[src/rtl/cdb_pkg.sv]
// Shared constants and the broadcast record for the common data bus: sizes,
// requester slot numbers, and the {valid, tag, data} struct used by the arbiter, adders and RS.
package cdb_pkg;

  localparam int NREQ       = 6;
  localparam int TAG_WIDTH  = 4;
  localparam int DATA_WIDTH = 32;
  localparam int SRC_WIDTH  = (NREQ > 1) ? $clog2(NREQ) : 1;

  // Requester slots on the bus; MEM is always the last slot.
  localparam int ADD1 = 0;
  localparam int ADD2 = 1;
  localparam int ADD3 = 2;
  localparam int MUL1 = 3;
  localparam int MUL2 = 4;
  localparam int MEM  = 5;

  typedef struct packed {
    logic                  valid;
    logic [TAG_WIDTH-1:0]  tag;
    logic [DATA_WIDTH-1:0] data;
  } cdb_bcast_t;

endpackage

[src/rtl/cdb_arbiter_if.sv]
// Requester-side bundle of the CDB arbiter. Requesters drive it through the master modport.
// The arbiter drives it through the slave modport.
interface cdb_arbiter_if #(
  parameter int NREQ       = cdb_pkg::NREQ,
  parameter int TAG_WIDTH  = cdb_pkg::TAG_WIDTH,
  parameter int DATA_WIDTH = cdb_pkg::DATA_WIDTH
) ();
  localparam int SW = (NREQ > 1) ? $clog2(NREQ) : 1;

  logic [NREQ-1:0]            req_valid;
  logic [NREQ*TAG_WIDTH-1:0]  req_tag;
  logic [NREQ*DATA_WIDTH-1:0] req_data;
  logic [NREQ-1:0]            req_ready;
  logic                       cdb_valid;
  logic [TAG_WIDTH-1:0]       cdb_tag;
  logic [DATA_WIDTH-1:0]      cdb_data;
  logic [SW-1:0]              cdb_src;
  logic                       err_tag0;

  modport master (
    output req_valid, req_tag, req_data,
    input  req_ready, cdb_valid, cdb_tag, cdb_data, cdb_src, err_tag0
  );

  modport slave (
    input  req_valid, req_tag, req_data,
    output req_ready, cdb_valid, cdb_tag, cdb_data, cdb_src, err_tag0
  );
endinterface

[src/rtl/rr_pick.sv]
// Rotating priority encoder. The search starts at i_start and wraps modulo N.
// The first set request bit wins and is returned one-hot.
module rr_pick #(
  parameter int N  = 6,
  parameter int SW = (N > 1) ? $clog2(N) : 1
) (
  input  logic [N-1:0]  i_req,
  input  logic [SW-1:0] i_start,
  output logic [N-1:0]  o_grant
);
  localparam logic [SW:0] N_VAL = (SW+1)'(N);

  logic [SW:0]   w_sum;
  logic [SW-1:0] w_idx;
  logic          w_found;

  // NOTE: every variable written here gets a default before the loop, so no path leaves it unassigned (no latch).
  always_comb begin
    o_grant = '0;
    w_found = 1'b0;
    w_sum   = '0;
    w_idx   = '0;
    for (int off = 0; off < N; off++) begin
      w_sum = {1'b0, i_start} + (SW+1)'(off);
      if (w_sum >= N_VAL) w_sum = w_sum - N_VAL;
      w_idx = w_sum[SW-1:0];
      if (!w_found && i_req[w_idx]) begin
        o_grant[w_idx] = 1'b1;
        w_found        = 1'b1;
      end
    end
  end
endmodule

[src/rtl/cdb_arbiter.sv]
// Round-robin CDB arbiter: one-hot same-cycle grant and registered broadcast; tag-0 grants retire silently and set a sticky error.
// Optional macro CDB_MEM_PRIO_EN: memory (requester NREQ-1) always wins and does not move the pointer.
module cdb_arbiter #(
  parameter int NREQ       = cdb_pkg::NREQ,
  parameter int TAG_WIDTH  = cdb_pkg::TAG_WIDTH,
  parameter int DATA_WIDTH = cdb_pkg::DATA_WIDTH
) (
  input logic           clk,
  input logic           reset,
  cdb_arbiter_if.slave  bus
);
  localparam int SW = (NREQ > 1) ? $clog2(NREQ) : 1;
  localparam logic [SW-1:0] LAST_IDX = SW'(NREQ - 1);

  cdb_pkg::cdb_bcast_t r_bcast;
  logic [SW-1:0]       r_src;
  logic [SW-1:0]       r_last_grant;
  logic                r_err_tag0;

  logic [NREQ-1:0]       w_req;
  logic [NREQ-1:0]       w_rr_grant;
  logic [NREQ-1:0]       w_grant;
  logic [SW-1:0]         w_start;
  logic [SW-1:0]         w_idx;
  logic [TAG_WIDTH-1:0]  w_tag;
  logic [DATA_WIDTH-1:0] w_data;
  logic                  w_any;
  logic                  w_bcast;
  logic                  w_mem_prio;

  // Holding requests off during reset keeps any handshake from happening then.
  assign w_req   = reset ? bus.req_valid : '0;
  assign w_start = (r_last_grant == LAST_IDX) ? '0 : r_last_grant + SW'(1);

  rr_pick #(.N(NREQ), .SW(SW)) u_rr_pick (
    .i_req   (w_req),
    .i_start (w_start),
    .o_grant (w_rr_grant)
  );

`ifdef CDB_MEM_PRIO_EN
  assign w_mem_prio = w_req[NREQ-1];
  assign w_grant    = w_mem_prio ? {1'b1, {(NREQ-1){1'b0}}} : w_rr_grant;
`else
  assign w_mem_prio = 1'b0;
  assign w_grant    = w_rr_grant;
`endif

  always_comb begin
    w_idx  = '0;
    w_tag  = '0;
    w_data = '0;
    for (int i = 0; i < NREQ; i++) begin
      if (w_grant[i]) begin
        w_idx  = SW'(i);
        w_tag  = bus.req_tag[i*TAG_WIDTH +: TAG_WIDTH];
        w_data = bus.req_data[i*DATA_WIDTH +: DATA_WIDTH];
      end
    end
  end

  assign w_any   = |w_grant;
  assign w_bcast = w_any && (w_tag != '0);

  // NOTE: state registers use non-blocking assignments, so every flop samples the pre-edge values.
  always_ff @(posedge clk) begin
    if (!reset) begin
      r_bcast      <= '0;
      r_src        <= '0;
      r_err_tag0   <= 1'b0;
      r_last_grant <= LAST_IDX;
    end else begin
      r_bcast.valid <= w_bcast;
      r_bcast.tag   <= w_bcast ? w_tag  : '0;
      r_bcast.data  <= w_bcast ? w_data : '0;
      r_src         <= w_bcast ? w_idx  : '0;
      if (w_any && !w_bcast) r_err_tag0 <= 1'b1;
      if (w_any && !w_mem_prio) r_last_grant <= w_idx;
    end
  end

  assign bus.req_ready = w_grant;
  assign bus.cdb_valid = r_bcast.valid;
  assign bus.cdb_tag   = r_bcast.tag;
  assign bus.cdb_data  = r_bcast.data;
  assign bus.cdb_src   = r_src;
  assign bus.err_tag0  = r_err_tag0;
endmodule

[src/flat_wrapper.sv]
// flat-port wrapper written by rule: the top's interface ports become plain ports
module cdb_arbiter_flat 
#(
  parameter int NREQ       = cdb_pkg::NREQ,
  parameter int TAG_WIDTH  = cdb_pkg::TAG_WIDTH,
  parameter int DATA_WIDTH = cdb_pkg::DATA_WIDTH
)
  (clk, reset, bus_req_valid, bus_req_tag, bus_req_data, bus_req_ready, bus_cdb_valid, bus_cdb_tag, bus_cdb_data, bus_cdb_src, bus_err_tag0);
  cdb_arbiter_if #(.NREQ(NREQ), .TAG_WIDTH(TAG_WIDTH), .DATA_WIDTH(DATA_WIDTH)) bus_i ();
  input logic clk;
  input logic reset;
  input wire logic [$bits(bus_i.req_valid)-1:0] bus_req_valid;
  input wire logic [$bits(bus_i.req_tag)-1:0] bus_req_tag;
  input wire logic [$bits(bus_i.req_data)-1:0] bus_req_data;
  output wire logic [$bits(bus_i.req_ready)-1:0] bus_req_ready;
  output wire logic [$bits(bus_i.cdb_valid)-1:0] bus_cdb_valid;
  output wire logic [$bits(bus_i.cdb_tag)-1:0] bus_cdb_tag;
  output wire logic [$bits(bus_i.cdb_data)-1:0] bus_cdb_data;
  output wire logic [$bits(bus_i.cdb_src)-1:0] bus_cdb_src;
  output wire logic [$bits(bus_i.err_tag0)-1:0] bus_err_tag0;
  assign bus_i.req_valid = bus_req_valid;
  assign bus_i.req_tag = bus_req_tag;
  assign bus_i.req_data = bus_req_data;
  assign bus_req_ready = bus_i.req_ready;
  assign bus_cdb_valid = bus_i.cdb_valid;
  assign bus_cdb_tag = bus_i.cdb_tag;
  assign bus_cdb_data = bus_i.cdb_data;
  assign bus_cdb_src = bus_i.cdb_src;
  assign bus_err_tag0 = bus_i.err_tag0;
  cdb_arbiter #(.NREQ(NREQ), .TAG_WIDTH(TAG_WIDTH), .DATA_WIDTH(DATA_WIDTH)) u_core (.clk(clk), .reset(reset), .bus(bus_i));
endmodule
[config.mk]
export PLATFORM = sky130hd
export DESIGN_NAME = cdb_arbiter_flat
export DESIGN_NICKNAME = d
export VERILOG_FILES = /design/src/rtl/cdb_pkg.sv /design/src/rtl/cdb_arbiter_if.sv /design/src/rtl/rr_pick.sv /design/src/rtl/cdb_arbiter.sv /design/src/flat_wrapper.sv
export SDC_FILE = /design/constraint.sdc
export NUM_CORES = 1
export LEC_CHECK = 0
export BUFFER_PORTS_ARGS = -buffer_cell sky130_fd_sc_hd__buf_2
export CORE_ASPECT_RATIO = 0.75
export CORE_MARGIN = 2
export CORE_UTILIZATION = 30
export DETAILED_ROUTE_END_ITERATION = 10
export GPL_ROUTABILITY_DRIVEN = 0
export GPL_TIMING_DRIVEN = 0
export HOLD_SLACK_MARGIN = 0.15
export PLACE_DENSITY = 0.67
export SYNTH_ARGS = -nofsm -noshare
export SYNTH_HDL_FRONTEND = slang
export SYNTH_SLANG_ARGS = --single-unit
[constraint.sdc]
create_clock -name clk -period 4.2 [get_ports clk]
set_clock_uncertainty 0.05 [all_clocks]
set_input_delay 0.21 -clock clk [delete_from_list [all_inputs] [get_ports clk]]
set_output_delay 0.21 -clock clk [all_outputs]
set_load 0.1 [all_outputs]
==> metrics.cfg <==
[clock_tree]
cts_tree=done
cts_sinks=44
clockBufferDepth=2
clock_latency_ns=0.29
cts.clk_slew.worst_paths_ns=0.07
htreeDepth=2
clockRootBuffer=clkbuf_16
cts_buffers=5

[synthesis]
synth-compound-area-share=0.444
syn_nets=755
synth.avg_cell_area_um2=7.77
yosys-top-cells-area=dfxtp_1 (22%), a211oi_2 (8.0%), a221oi_1 (7.9%)
yosysTopAreaCellShare=0.216
synthArstFlopShare=0
synth_top_area_cell=dfxtp_1
yosysSeqAreaShare=0.216
ys.flop_type=dfxtp_1
yosysWarningCount=0
netlist_instances=525
synth_edf_count=0
synthAdderAreaFrac=0.0184
synthSimpleGateAreaFrac=0.208
syn-cell-area_mm2=0.00408
synth_xor_area_frac=0.00644
synth_top_family_by_area=compound AO/OA/AOI/OAI gates
synth_mux_area_frac=0.0163
yosysUniqueCellTypes=77
ys_ff_latch=44

[die]
die_w_um=139
start_util=0.310
die_h_um=105
rows=36
io_pins=271
coreArea_mm2=0.0132
dieArea_mm2=0.0146

[finish]
multi_input_area_mm2=0.00341
area_growth_pct=79.1
fillers=1241
fin_nets=1102
drive_gt1_frac=0.569
regArea_um2=890

[sta]
finalMaxSlewViolations=0
setup_viol=37
timing.final.ws_setup_ns=-0.266
tightestPinTransition_ns=0.817
max-slew-margin-rel=0.456
fmax_mhz=224
fin_crit_sh=1.06
finalHoldViolations=0
grt_setup_unrepaired=true
fin_crit_ns=4.47

[global_routing]
first_global_vias=5729
grt_max_degree=15
grt_pass1_wl_mm=31.6
overflow=0
antenna_found_initial=1
grt_usage=0.272

[worst_setup_path]
critPathCaptureType=register
required_ns=4.36
path_max_fanout=8
arrival_ns=4.62
crit_type=reg2reg
critPathLaunchType=register

[route]
wl_met2_mm=10.2
dr.max_layer_used=met4
wirelength_mm=21.7
vias=5988
wl_per_cell_um=20.8
wl_met3_mm=1.85
detail-route-antenna-nets=0
dr.first_iter.drc_count=622
drc=0
drt-met1-wl_mm=9.03
first_pass_iters=7
viasPerCell=5.73

[place]
dp_hpwl_mm=14.8
io_buffers=270
pre_cts_slack_ns=-0.972

[min_path]
min_path_type=in2reg

[outcome]
violations=negative setup slack
status=finished with violations

[flow_run]
timing.max_cap.violations=0

## worst paths after layout
kind / cells after the start / endpoint / slack, ns / start
max: 20 / u_core.bus.cdb_data[15] / -0.27 / u_core.r_last_grant[1]
min: 3 / u_core.bus.cdb_data[3] / 0.19 / bus_req_data[99]
max reg2reg: 20 / u_core.bus.cdb_data[15] / -0.27 / u_core.r_last_grant[1]
min reg2reg: 1 / u_core.bus.err_tag0 / 0.46 / u_core.bus.err_tag0
## what timing repair did
action,CTS,global route
hold endpoints to repair,1,0
buffers inserted,40,33
cloned,2,2
hold buffers,1,0
endpoints found under the setup margin,50,46
resized for setup,111,62
pin swaps,32,44
## critical path, cell delays in order, from the launching register on
cell,delay (ns)
dfxtp_2,0.34
buf_8,0.12
nor3b_4,0.31
nor2_4,0.09
ha_4,0.28
buf_12,0.13
nor4b_4,0.29
nand2_1,0.14
a311oi_4,0.38
buf_6,0.17
o21ai_0,0.10
a211oi_2,0.41
o21a_1,0.21
buf_6,0.16
a221oi_2,0.07
o21ba_2,0.22
o2111a_1,0.29
buf_12,0.16
buf_8,0.13
buf_12,0.13
a211oi_2,0.21
## cell families (layout without fill, tap and decap cells)
kind of cell / Yosys count / after routing
compound gates: 225 / 225
simple gates: 166 / 166
buf+inv: 75 / 423
flops: 44 / 44
fa+ha+maj: 6 / 6
mux: 6 / 6
xor+xnor: 3 / 3
other cells: 0 / 1
## layout by cell type (no fill, tap or decap), types with 4 or more instances in the layout
cell and instances:
a211oi_2 27, a211oi_4 6, a21o_1 4, a21oi_1 37
a221oi_1 33, a221oi_2 4, a31oi_2 5, and2_1 6
buf_12 12, buf_2 268, buf_4 57, buf_6 16
buf_8 8, clkbuf_1 16, clkbuf_16 7, clkbuf_2 7
dfxtp_1 41, ha_4 4, inv_1 17, mux2_2 5
nand2_1 17, nand3_1 8, nand4_1 10, nor2_1 47
nor2_4 4, nor3_1 34, o211ai_1 10, o21ai_0 9
o22ai_1 33
## layout make-up
| cell class | count | share of cell area |
|---|---|---|
| repair buffers | 345 | 0.287 |
| flip-flops and latches | 44 | 0.122 |
| multi-input cells | 406 | 0.466 |
| well taps | 171 | 0.0293 |
| diodes | 1 | 0.000343 |
| plain buffers | 48 | 0.0574 |
| clock inverters | 2 | 0.00531 |
| clock buffers | 6 | 0.0190 |
| inverters | 22 | 0.0132 |
## per-layer routing
layer,GRT usage,vias to the layer above
li1,-,2765
met1,0.372,2833
met2,0.438,345
met3,0.0509,45
met4,0.0779,0
met5,0,-
## sequential cells by signal (all words and copies together) (netlist names)
signal                count
u_core.bus.cdb_data      32
u_core.bus.cdb_src        3
u_core.bus.cdb_tag        4
u_core.bus.cdb_valid      1
u_core.bus.err_tag0       1
u_core.r_last_grant       3
## cell usage after synthesis (3+ instances only)
master    instances
nand3_1           9
o31ai_1           4
nor3_1           37
buf_12            3
a31oi_1           8
a211oi_1          9
nor2_2            3
o32ai_2           3
a21oi_1          39
and2_1            6
or3_1             3
clkbuf_1         34
buf_2             6
nand4_1          10
o211ai_1         10
buf_1             4
and3_1            5
a21o_1            4
o221a_1           3
nor2_1           51
nand2_1          18
dfxtp_1          44
a22o_1            3
a221oi_1         37
o21a_1            3
nor2b_1           5
o22ai_1          33
inv_1            20
buf_6             4
ha_1              6
a32oi_1           3
a211oi_2         26
o21ai_0          10
mux2_2            5
or2_2             3
## metrics by stage
stage | utilization | cell area, um2 | hold slack [ns] | TNS [ns] | instances
2_1_floorplan | - | 4170 | 0.299 | 0 | 525
3_3_place_gp | 0.436 | 5730 | 0.428 | -41.14 | 966
3_5_place_dp | 0.436 | 5730 | 0.433 | -40.06 | 966
4_1_cts | 0.518 | 6810 | 0.176 | -3.26 | 1014
5_1_grt | 0.555 | 7300 | 0.213 | -11.62 | 1045
6_report | 0.555 | 7300 | 0.193 | -6.70 | 1045
Power is not shown: default switching activity piles up to over one toggle a cycle in this logic, so the estimate is an artifact.
